File: src/rtl/list_pkg.sv
// list_pkg: shared constants and types for the linked-list fetch path.
//   FS        words per node / packet (list_cache imports this)
//   DW        data word width in bits
//   NEXT_IDX  node word holding the next-node byte pointer
//   NIL_PTR   list terminator
//   node_t    one assembled node / packet, word i at [i]
//   fetch_state_t  walker FSM states
package list_pkg;

    localparam int unsigned FS         = 4;
    localparam int unsigned DW         = 32;
    localparam int unsigned NEXT_IDX   = 2;
    localparam int unsigned NIL_PTR    = 0;
    localparam int unsigned NODE_BYTES = FS * DW / 8;

    typedef logic [FS-1:0][DW-1:0] node_t;

    typedef enum logic [2:0] {
        StIdle,
        StReq,
        StRecv,
        StPresent,
        StDrain
    } fetch_state_t;

endpackage

File: src/rtl/list_node_buf.sv
// list_node_buf: assembles one FS-word node from in-order memory beats.
//   CLK, RESET   clock, synchronous active-high reset
//   beat_clear   zero the beat counter (request accepted)
//   beat_en      a beat of the open burst arrived (counted even when discarded)
//   wr_en        store the current beat into the node register
//   commit       node completed and will be presented: flip parity
//   rsp_data     beat data
//   beat_last    current beat is the final one of the burst
//   node         assembled node; word 0 bit 0 carries the packet parity
//   next_ptr     next-node byte pointer taken from word NEXT_IDX
module list_node_buf
    import list_pkg::*;
#(
    parameter int unsigned AW = 32
) (
    input  logic          CLK,
    input  logic          RESET,
    input  logic          beat_clear,
    input  logic          beat_en,
    input  logic          wr_en,
    input  logic          commit,
    input  logic [DW-1:0] rsp_data,
    output logic          beat_last,
    output node_t         node,
    output logic [AW-1:0] next_ptr
);

    localparam int unsigned BW = (FS > 1) ? $clog2(FS) : 1;

    logic [BW-1:0] beat_q;
    logic          parity_q;
    node_t         node_q;
    logic [DW-1:0] wr_word;

    assign beat_last = (beat_q == BW'(FS - 1));

    // Word 0 bit 0 is overwritten with the packet parity so list_cache sees a fresh node.
    always_comb begin
        wr_word = rsp_data;
        if (beat_q == '0) begin
            wr_word[0] = ~parity_q;
        end
    end

    always_ff @(posedge CLK) begin
        if (RESET) begin
            beat_q   <= '0;
            parity_q <= 1'b1;
            node_q   <= '0;
        end else begin
            if (beat_clear) begin
                beat_q <= '0;
            end else if (beat_en) begin
                beat_q <= beat_q + BW'(1);
            end
            if (wr_en) begin
                node_q[beat_q] <= wr_word;
            end
            if (commit) begin
                parity_q <= ~parity_q;
            end
        end
    end

    assign node     = node_q;
    assign next_ptr = AW'(node_q[NEXT_IDX]);

endmodule

File: src/rtl/list_fetch.sv
// list_fetch: walks a linked list from a head pointer, one burst read per node,
// presenting each node as an FS-word packet to list_cache.
//   CLK, RESET                   clock, synchronous active-high reset
//   start_valid/ready, start_ptr walk request; ready only when idle; ptr 0 = empty
//   abort                        cancel the current walk (ignored when idle)
//   mem_req_valid/ready/addr     burst read request, node-aligned address
//   mem_rsp_valid/data           FS in-order beats per request
//   OUT, o_valid, i_ready        packet handshake towards list_cache
//   busy                         walk in progress
//   done                         one-cycle pulse when a walk ends or aborts
//   error                        node limit hit; sticky until next accepted start
//   node_count                   nodes delivered in current or last walk
module list_fetch
    import list_pkg::*;
#(
    parameter int unsigned AW = 32,
    parameter int unsigned CW = 16
) (
    input  logic          CLK,
    input  logic          RESET,
    input  logic          start_valid,
    output logic          start_ready,
    input  logic [AW-1:0] start_ptr,
    input  logic          abort,
    output logic          mem_req_valid,
    input  logic          mem_req_ready,
    output logic [AW-1:0] mem_req_addr,
    input  logic          mem_rsp_valid,
    input  logic [DW-1:0] mem_rsp_data,
    output node_t         OUT,
    output logic          o_valid,
    input  logic          i_ready,
    output logic          busy,
    output logic          done,
    output logic          error,
    output logic [CW-1:0] node_count
);

    localparam int unsigned   OFF_BITS   = $clog2(NODE_BYTES);
    localparam logic [AW-1:0] ADDR_MASK  = ~AW'((1 << OFF_BITS) - 1);
    localparam logic [CW-1:0] NODE_LIMIT = '1;

    fetch_state_t  state_q;
    logic [AW-1:0] ptr_q;
    logic [AW-1:0] next_ptr;
    logic [CW-1:0] count_inc;
    logic          beat_last;
    logic          req_fire;
    logic          recv_beat;
    logic          drain_beat;

    assign req_fire     = (state_q == StReq) && mem_req_ready;
    assign recv_beat    = (state_q == StRecv) && mem_rsp_valid;
    assign drain_beat   = (state_q == StDrain) && mem_rsp_valid;
    assign count_inc    = node_count + CW'(1);
    assign mem_req_addr = ptr_q;

    list_node_buf #(
        .AW (AW)
    ) u_node_buf (
        .CLK        (CLK),
        .RESET      (RESET),
        .beat_clear (req_fire),
        .beat_en    (recv_beat || drain_beat),
        .wr_en      (recv_beat),
        // An abort on the final beat drops the node, so parity must not advance.
        .commit     (recv_beat && beat_last && !abort),
        .rsp_data   (mem_rsp_data),
        .beat_last  (beat_last),
        .node       (OUT),
        .next_ptr   (next_ptr)
    );

    always_ff @(posedge CLK) begin
        if (RESET) begin
            state_q       <= StIdle;
            ptr_q         <= '0;
            start_ready   <= 1'b1;
            mem_req_valid <= 1'b0;
            o_valid       <= 1'b0;
            busy          <= 1'b0;
            done          <= 1'b0;
            error         <= 1'b0;
            node_count    <= '0;
        end else begin
            done <= 1'b0;
            case (state_q)
                StIdle: begin
                    if (start_valid) begin
                        ptr_q      <= start_ptr & ADDR_MASK;
                        node_count <= '0;
                        error      <= 1'b0;
                        if (start_ptr == AW'(NIL_PTR)) begin
                            done <= 1'b1;
                        end else begin
                            state_q       <= StReq;
                            start_ready   <= 1'b0;
                            busy          <= 1'b1;
                            mem_req_valid <= 1'b1;
                        end
                    end
                end
                StReq: begin
                    if (mem_req_ready) begin
                        // Once accepted the burst is open; an abort must drain it.
                        mem_req_valid <= 1'b0;
                        state_q       <= abort ? StDrain : StRecv;
                    end else if (abort) begin
                        state_q       <= StIdle;
                        mem_req_valid <= 1'b0;
                        start_ready   <= 1'b1;
                        busy          <= 1'b0;
                        done          <= 1'b1;
                    end
                end
                StRecv: begin
                    if (recv_beat && beat_last) begin
                        if (abort) begin
                            state_q     <= StIdle;
                            start_ready <= 1'b1;
                            busy        <= 1'b0;
                            done        <= 1'b1;
                        end else begin
                            state_q <= StPresent;
                            o_valid <= 1'b1;
                        end
                    end else if (abort) begin
                        state_q <= StDrain;
                    end
                end
                StDrain: begin
                    if (drain_beat && beat_last) begin
                        state_q     <= StIdle;
                        start_ready <= 1'b1;
                        busy        <= 1'b0;
                        done        <= 1'b1;
                    end
                end
                StPresent: begin
                    if (abort) begin
                        state_q     <= StIdle;
                        o_valid     <= 1'b0;
                        start_ready <= 1'b1;
                        busy        <= 1'b0;
                        done        <= 1'b1;
                    end else if (i_ready) begin
                        o_valid    <= 1'b0;
                        node_count <= count_inc;
                        ptr_q      <= next_ptr & ADDR_MASK;
                        if (next_ptr == AW'(NIL_PTR)) begin
                            state_q     <= StIdle;
                            start_ready <= 1'b1;
                            busy        <= 1'b0;
                            done        <= 1'b1;
                        end else if (count_inc == NODE_LIMIT) begin
                            error       <= 1'b1;
                            state_q     <= StIdle;
                            start_ready <= 1'b1;
                            busy        <= 1'b0;
                            done        <= 1'b1;
                        end else begin
                            state_q       <= StReq;
                            mem_req_valid <= 1'b1;
                        end
                    end
                end
                default: begin
                    state_q       <= StIdle;
                    mem_req_valid <= 1'b0;
                    o_valid       <= 1'b0;
                    start_ready   <= 1'b1;
                    busy          <= 1'b0;
                end
            endcase
        end
    end

endmodule

File: config.mk
export PLATFORM = sky130hd
export DESIGN_NAME = list_fetch
export DESIGN_NICKNAME = d
export VERILOG_FILES = /design/src/rtl/list_pkg.sv /design/src/rtl/list_node_buf.sv /design/src/rtl/list_fetch.sv
export SDC_FILE = /design/constraint.sdc
export NUM_CORES = 1
export LEC_CHECK = 0
export ABC_AREA = 1
export BUFFER_PORTS_ARGS = -buffer_cell sky130_fd_sc_hd__clkbuf_2
export CAP_MARGIN = 20
export CORE_AREA = 2 2 121 153
export DETAILED_ROUTE_END_ITERATION = 7
export DIE_AREA = 0 0 123 155
export HOLD_SLACK_MARGIN = 0.1
export MAX_ROUTING_LAYER = met4
export PLACE_DENSITY = 0.67
export SYNTH_ARGS = -nofsm -noshare
export SYNTH_HDL_FRONTEND = slang
export SYNTH_SLANG_ARGS = --single-unit
File: constraint.sdc
create_clock -name CLK -period 2.1 [get_ports CLK]
set_clock_uncertainty 0.1 [all_clocks]
set_input_delay 0.315 -clock CLK [delete_from_list [all_inputs] [get_ports CLK]]
set_output_delay 0.315 -clock CLK [all_outputs]
set_load 0.01 [all_outputs]
==> metrics.cfg, run 1 <==
[place]
pre_cts_ws_ns=0.0154
placed_cells=1525
dp_hpwl_um=18100
routabilityCongestion=0.923
dpl_cell_area_sq_mm=0.00939
port_buffers=248

[logic_synthesis]
netlist_area_sq_mm=0.00778
synthDistinctLibCells=34
synth_area_leaders=dfxtp_1, nand2_1, a21oi_1
synth-edff-count=0
synth_cells=1078
synth_area_leader_cell=dfxtp_1
avgSynthCellArea_sq_um=7.22
ys.flop_type=dfxtp_1
synth_top_area_frac=0.473
synth_seq_cells=184
synth-async-reset-ratio=0
yosysSeqAreaShare=0.473
yosysWarnings=0
yosysMostFrequentCell=nand2_1
netlist_top_cells_count=nand2_1, dfxtp_1, a21oi_1

[grt]
grt_pass1_wl_um=40800
grt_max_degree=130
overflow=0
grt_pass1_vias=7845
grt_antenna_before_repair=0
grt_use_total=0.276

[drt]
dr.pass1.iters=8
viasPerCell=5.30
vias=8500
drt_iter0_markers=716
detail-route-antenna-nets=0
wl_um=26200
post-route-drc-count=0
routedWlPerCell_um=16.3

[die]
io_pins=253
rows=55
coreArea_sq_mm=0.0178
die_area_sq_mm=0.0191
die_w_um=123
start_util=0.438
die_h_um=155

[cells_and_area]
final_util=0.593
final_nets=1440
finalInstanceArea_sq_mm=0.0105
num_antenna_cells=0
drive_above_1_share=0.269
area_growth_pct=35.3
layout.cells.non_filler=1604

[clocking]
clkTransAtPathRegs_ns=0.08
cts.sinks=184
cts_max_level=4
cts_root_buf=clkbuf_16
cts_tree=done
cts_buffers=17
cts_max_path_buffers=2
clkLatencyLatePin_ns=0.43

[timing]
hold_slack_ns=0.111
fmax_mhz=503
finalSetupTns_ns=0
min_period_ns=1.99
max_slew_margin=0.577
rsz0062_at_grt=yes
worst_pin_slew_ns=0.634
post-route-period-util=0.946
fin_ws_ns=0.114
hold_viol=0
finalSetupViolations=0
drv_slew=0

[worst_setup_path]
required_ns=2.37
rr_worst_depth=12
crit_type=reg -> reg
cp_data_arrival_time_ns=2.25
r2r-start=node_count[1]
cp_top_family=simple AND/OR/NAND/NOR gates
worst_path_largest_cell_delay_ns=0.36
crit_path_cell_trace=buf_4 -> nand3_2 -> buf_4 -> xor2_1 -> nand2_1 -> nor3_2 -> nand3_2 -> nand3_4 -> nand3_1 -> nand2_1 -> inv_1 -> nor2_1
path_buf_inv=3
cp-start-kind=flop
cp_max_fo=5
endpoint_kind=flop
timing.rr.end=busy
r2r_setup_slack_ns=0.11
critPathSlowestCell=dfxtp_2

[outcome]
status=completed

[pwr]
irDropWorstVdd_mv=0.552
power_mw=8.68
powerDensity_mw_per_mm2=824
p_leak_nw=4.41

[min_path]
hold_path_class=in -> reg
whs_endpoint=u_node_buf.node[14]
holdPathStages=3
hold_start=mem_rsp_data[14]

[flow_run]
max_cap_viol_count=0

-- worst max path at each step --
stage                       start          end  depth (start not counted)
global placement    node_count[0]         busy                         13
finish              node_count[1]         busy                         12
CTS                 node_count[0]  start_ready                         12
floorplan           node_count[1]  start_ready                         12
detailed placement  node_count[0]  start_ready                         12
global route        node_count[1]         busy                         15
-- repair_timing --
item                                    4_1_cts  5_1_grt
pin swaps                                     0        7
hold buffers                                 42        0
endpoints found under the setup margin        4       33
hold endpoints to repair                     62        0
setup buffers                                 0        5
resized for setup                             2       28
-- tightest hold or removal path, delay by kind of cell --
family                 cells  cell delay, ns
AOI/OAI and AO/OA          1            0.06
buffers and inverters      1            0.13
and+or+nand+nor            1            0.09
-- cell usage in the layout, fill, tap and decap left out, drive strengths merged, types with 3 or more instances in the layout --
master	synthesis	layout
buf	21	49
nor2	58	58
clkbuf	54	264
conb	1	4
ha	6	6
nand3b	4	4
clkinv	1	6
nor3	10	10
dfxtp	184	184
nand3	128	128
inv	63	70
a31oi	29	29
clkinvlp	0	3
nand2	278	278
o21ai	58	58
nand4	16	16
dlygate4sd3	0	42
nor4	4	4
a21oi	154	154
-- sequential cells by signal, summed over array words and instances (netlist names) --
| name | count |
|---|---|
| busy | 1 |
| done | 1 |
| error | 1 |
| mem_req_addr | 28 |
| mem_req_valid | 1 |
| node_count | 16 |
| o_valid | 1 |
| start_ready | 1 |
| state_q | 3 |
| u_node_buf.beat_q | 2 |
| u_node_buf.next_ptr | 32 |
| u_node_buf.node | 96 |
| u_node_buf.parity_q | 1 |
-- per-layer routing --
metal	share of wire	GRT usage
met2	0.48	0.444
met1	0.43	0.353
met3	0.065	0.0524
met5	0	-
met4	0.023	0.0817
-- final cells by class --
cell class | count | area [sq um]
sequential | 184 | 3690
clock buffer | 17 | 425
multi-input combinational | 758 | 3640
fill | 1688 | 7220
timing repair buffer | 338 | 2090
clock inverter | 15 | 158
inverter | 64 | 240
tap | 228 | 285
-- cell families (layout without fill, tap and decap cells) --
family	after synthesis	count (layout)	share of synthesized area
AND/OR/NAND/NOR	500	500	0.277
AO/OA/AOI/OAI	246	246	0.165
flip-flops	184	184	0.473
buffers and inverters	139	434	0.0730
adder cells (fa/ha/maj)	6	6	0.00965
XOR/XNOR	2	2	0.00225
other	1	4	0.000482
-- power by group --
part           internal, mW  switching, mW
clock                  1.59           1.58
combinational         0.604           1.02
sequential             3.73          0.160
(Power assumes the default switching activity.)
==> run 2: changes to the inputs <==
CORE_AREA = 2 2 135 137   (was 2 2 121 153)
DIE_AREA = 0 0 137 139   (was 0 0 123 155)
==> run 2 against run 1 <==
Final cell count about the same. Routed wire length about the same. Combinational power about the same. Die area decreased by 0.12%. Via count decreased by 1.1%. Non-clock buffer count unchanged.
==> metrics.cfg, run 2 (synthesized netlist as in run 1, its figures left out) <==
[outcome]
status=completed

[worst_setup_path]
crit_type=reg -> reg
required_ns=2.30
cp-start-kind=flop
crit_path_cell_trace=ha_2 -> nand3_2 -> nor2_2 -> nand2_1 -> nand2_1 -> nand2_1 -> nor3_2 -> nand3_2 -> nand3_4 -> nand2_1 -> nand2_1 -> a21oi_1
worst_path_largest_cell_delay_ns=0.36
critPathMostFrequentCell=nand2_1
endpoint_kind=flop
cp_data_arrival_time_ns=2.15
cp_max_fo=5
critPathSlowestCell=dfxtp_2

[place]
dp_hpwl_um=18300
pre_cts_ws_ns=0.0258
placed_cells=1524
port_buffers=248
routabilityCongestion=0.850

[die]
io_pins=253
die_h_um=139
start_util=0.441
coreArea_sq_mm=0.0177
die_w_um=137
rows=49
die_area_sq_mm=0.0190

[timing]
fin_ws_ns=0.154
worst_pin_slew_ns=0.636
min_period_ns=1.95
finalSetupViolations=0
post-route-period-util=0.927
fmax_mhz=514
max_slew_margin=0.576
hold_viol=0
rsz0062_at_grt=yes
drv_slew=0

[pwr]
power_frac_seq=0.442
power_switching_share=0.322
p_leak_nw=4.41
p_int_mw=5.97
power_frac_clock=0.372
powerDensity_mw_per_mm2=837
irDropWorstVdd_mv=0.625
switching_power_mw=2.84
power_frac_comb=0.186

[drt]
routedWlPerCell_um=16.3
vias=8404
drt_iter0_markers=526
dr.pass1.iters=5
wl_um=26200
post-route-drc-count=0
detail-route-antenna-nets=0
viasPerCell=5.24

[clocking]
cts_buffers=17
cts_root_buf=clkbuf_16
cts_max_level=4
cts_tree=done
clkTransAtPathRegs_ns=0.08
clkLatencyLatePin_ns=0.44
cts_max_path_buffers=2
cts.sinks=184

[grt]
overflow=0
grtUsageMet3=0.0610
grt_pass1_wl_um=40600
grt_max_degree=130
grt_antenna_before_repair=0
grtUsageMet1=0.397
grt_pass1_vias=7681
grt_use_met2=0.388
grt_use_total=0.277
top_usage_layer=met1

[cells_and_area]
largest_reg_flops=96
drive_above_1_share=0.258
layout.cells.non_filler=1605
num_antenna_cells=0
area_growth_pct=35.1
final_cell_mix=nand2_1, clkbuf_2, dfxtp_1, a21oi_1, nand3_1
final_nets=1440
layout_commonest_cell=nand2_1

[flow_run]
max_cap_viol_count=0

[min_path]
hold_path_class=in -> reg

## run 2: cell types whose count changed in the layout (fill, tap and decap cells not counted), moves of 2 or more
cell	previous run	this run
buf_4	44	38
nor2_2	8	4
inv_2	9	7
inv_8	3	5
buf_12	5	3
clkinvlp_4	3	1
nor2_1	48	51
dlygate4sd3_1	42	49
## run 2: per-stage QoR
stage	total power [mW]	instance area (sq um)	TNS (ns)	utilization	hold WS (ns)
floorplan	4.90	7790	0	-	0.345
global placement	5.49	9350	0	0.530	0.347
detailed placement	5.50	9350	0	0.530	0.352
CTS	8.81	10400	0	0.592	0.102
global route	9.20	10500	-0.275	0.595	0.116
finish	8.80	10500	0	0.595	0.111
## run 2: power by group through the flow
stage               combinational (mW)  clock (mW)  sequential [mW]
global placement                  1.53           0             3.96
floorplan                        0.854           0             4.04
finish                            1.64        3.28             3.89
detailed placement                1.54           0             3.96
global route                      1.82        3.47             3.91
CTS                               1.62        3.31             3.88
## run 2: final timing paths
check | from | to | slack (ns) | cells past startpoint
max | node_count[0] | state_q[0] | 0.15 | 12
min | mem_rsp_data[30] | u_node_buf.node[62] | 0.11 | 3
max reg2reg | node_count[0] | state_q[0] | 0.15 | 12
min reg2reg | u_node_buf.node[40] | u_node_buf.node[40] | 0.36 | 2
## run 2: repair_timing
| action | CTS | global route |
|---|---|---|
| setup buffers | 0 | 0 |
| gates resized for setup | 1 | 23 |
| pin swaps | 0 | 2 |
| hold endpoints to repair | 86 | 0 |
| setup endpoints to repair | 1 | 52 |
| hold buffers | 49 | 0 |
## run 2: worst max-delay path, delay by kind of cell (launching register included)
kind	cells	cell delay, ns
AO/OA/AOI/OAI	1	0.05
adder cells (fa/ha/maj)	1	0.21
flip-flops	1	0.36
AND/OR/NAND/NOR	10	1.10
## run 2: layout make-up
class | instances | area [sq um]
Clock buffer | 17 | 425
Clock inverter | 15 | 173
Fill cell | 1617 | 7140
Inverter | 64 | 243
Multi-Input combinational cell | 758 | 3610
Sequential cell | 184 | 3690
Tap cell | 229 | 287
Timing Repair Buffer | 338 | 2080
## run 2: metal layers
metal / vias up / share of wire
met3: 44 / 0.081
met2: 381 / 0.43
met5: - / 0
li1: 4174 / -
met1: 3805 / 0.46
met4: 0 / 0.022
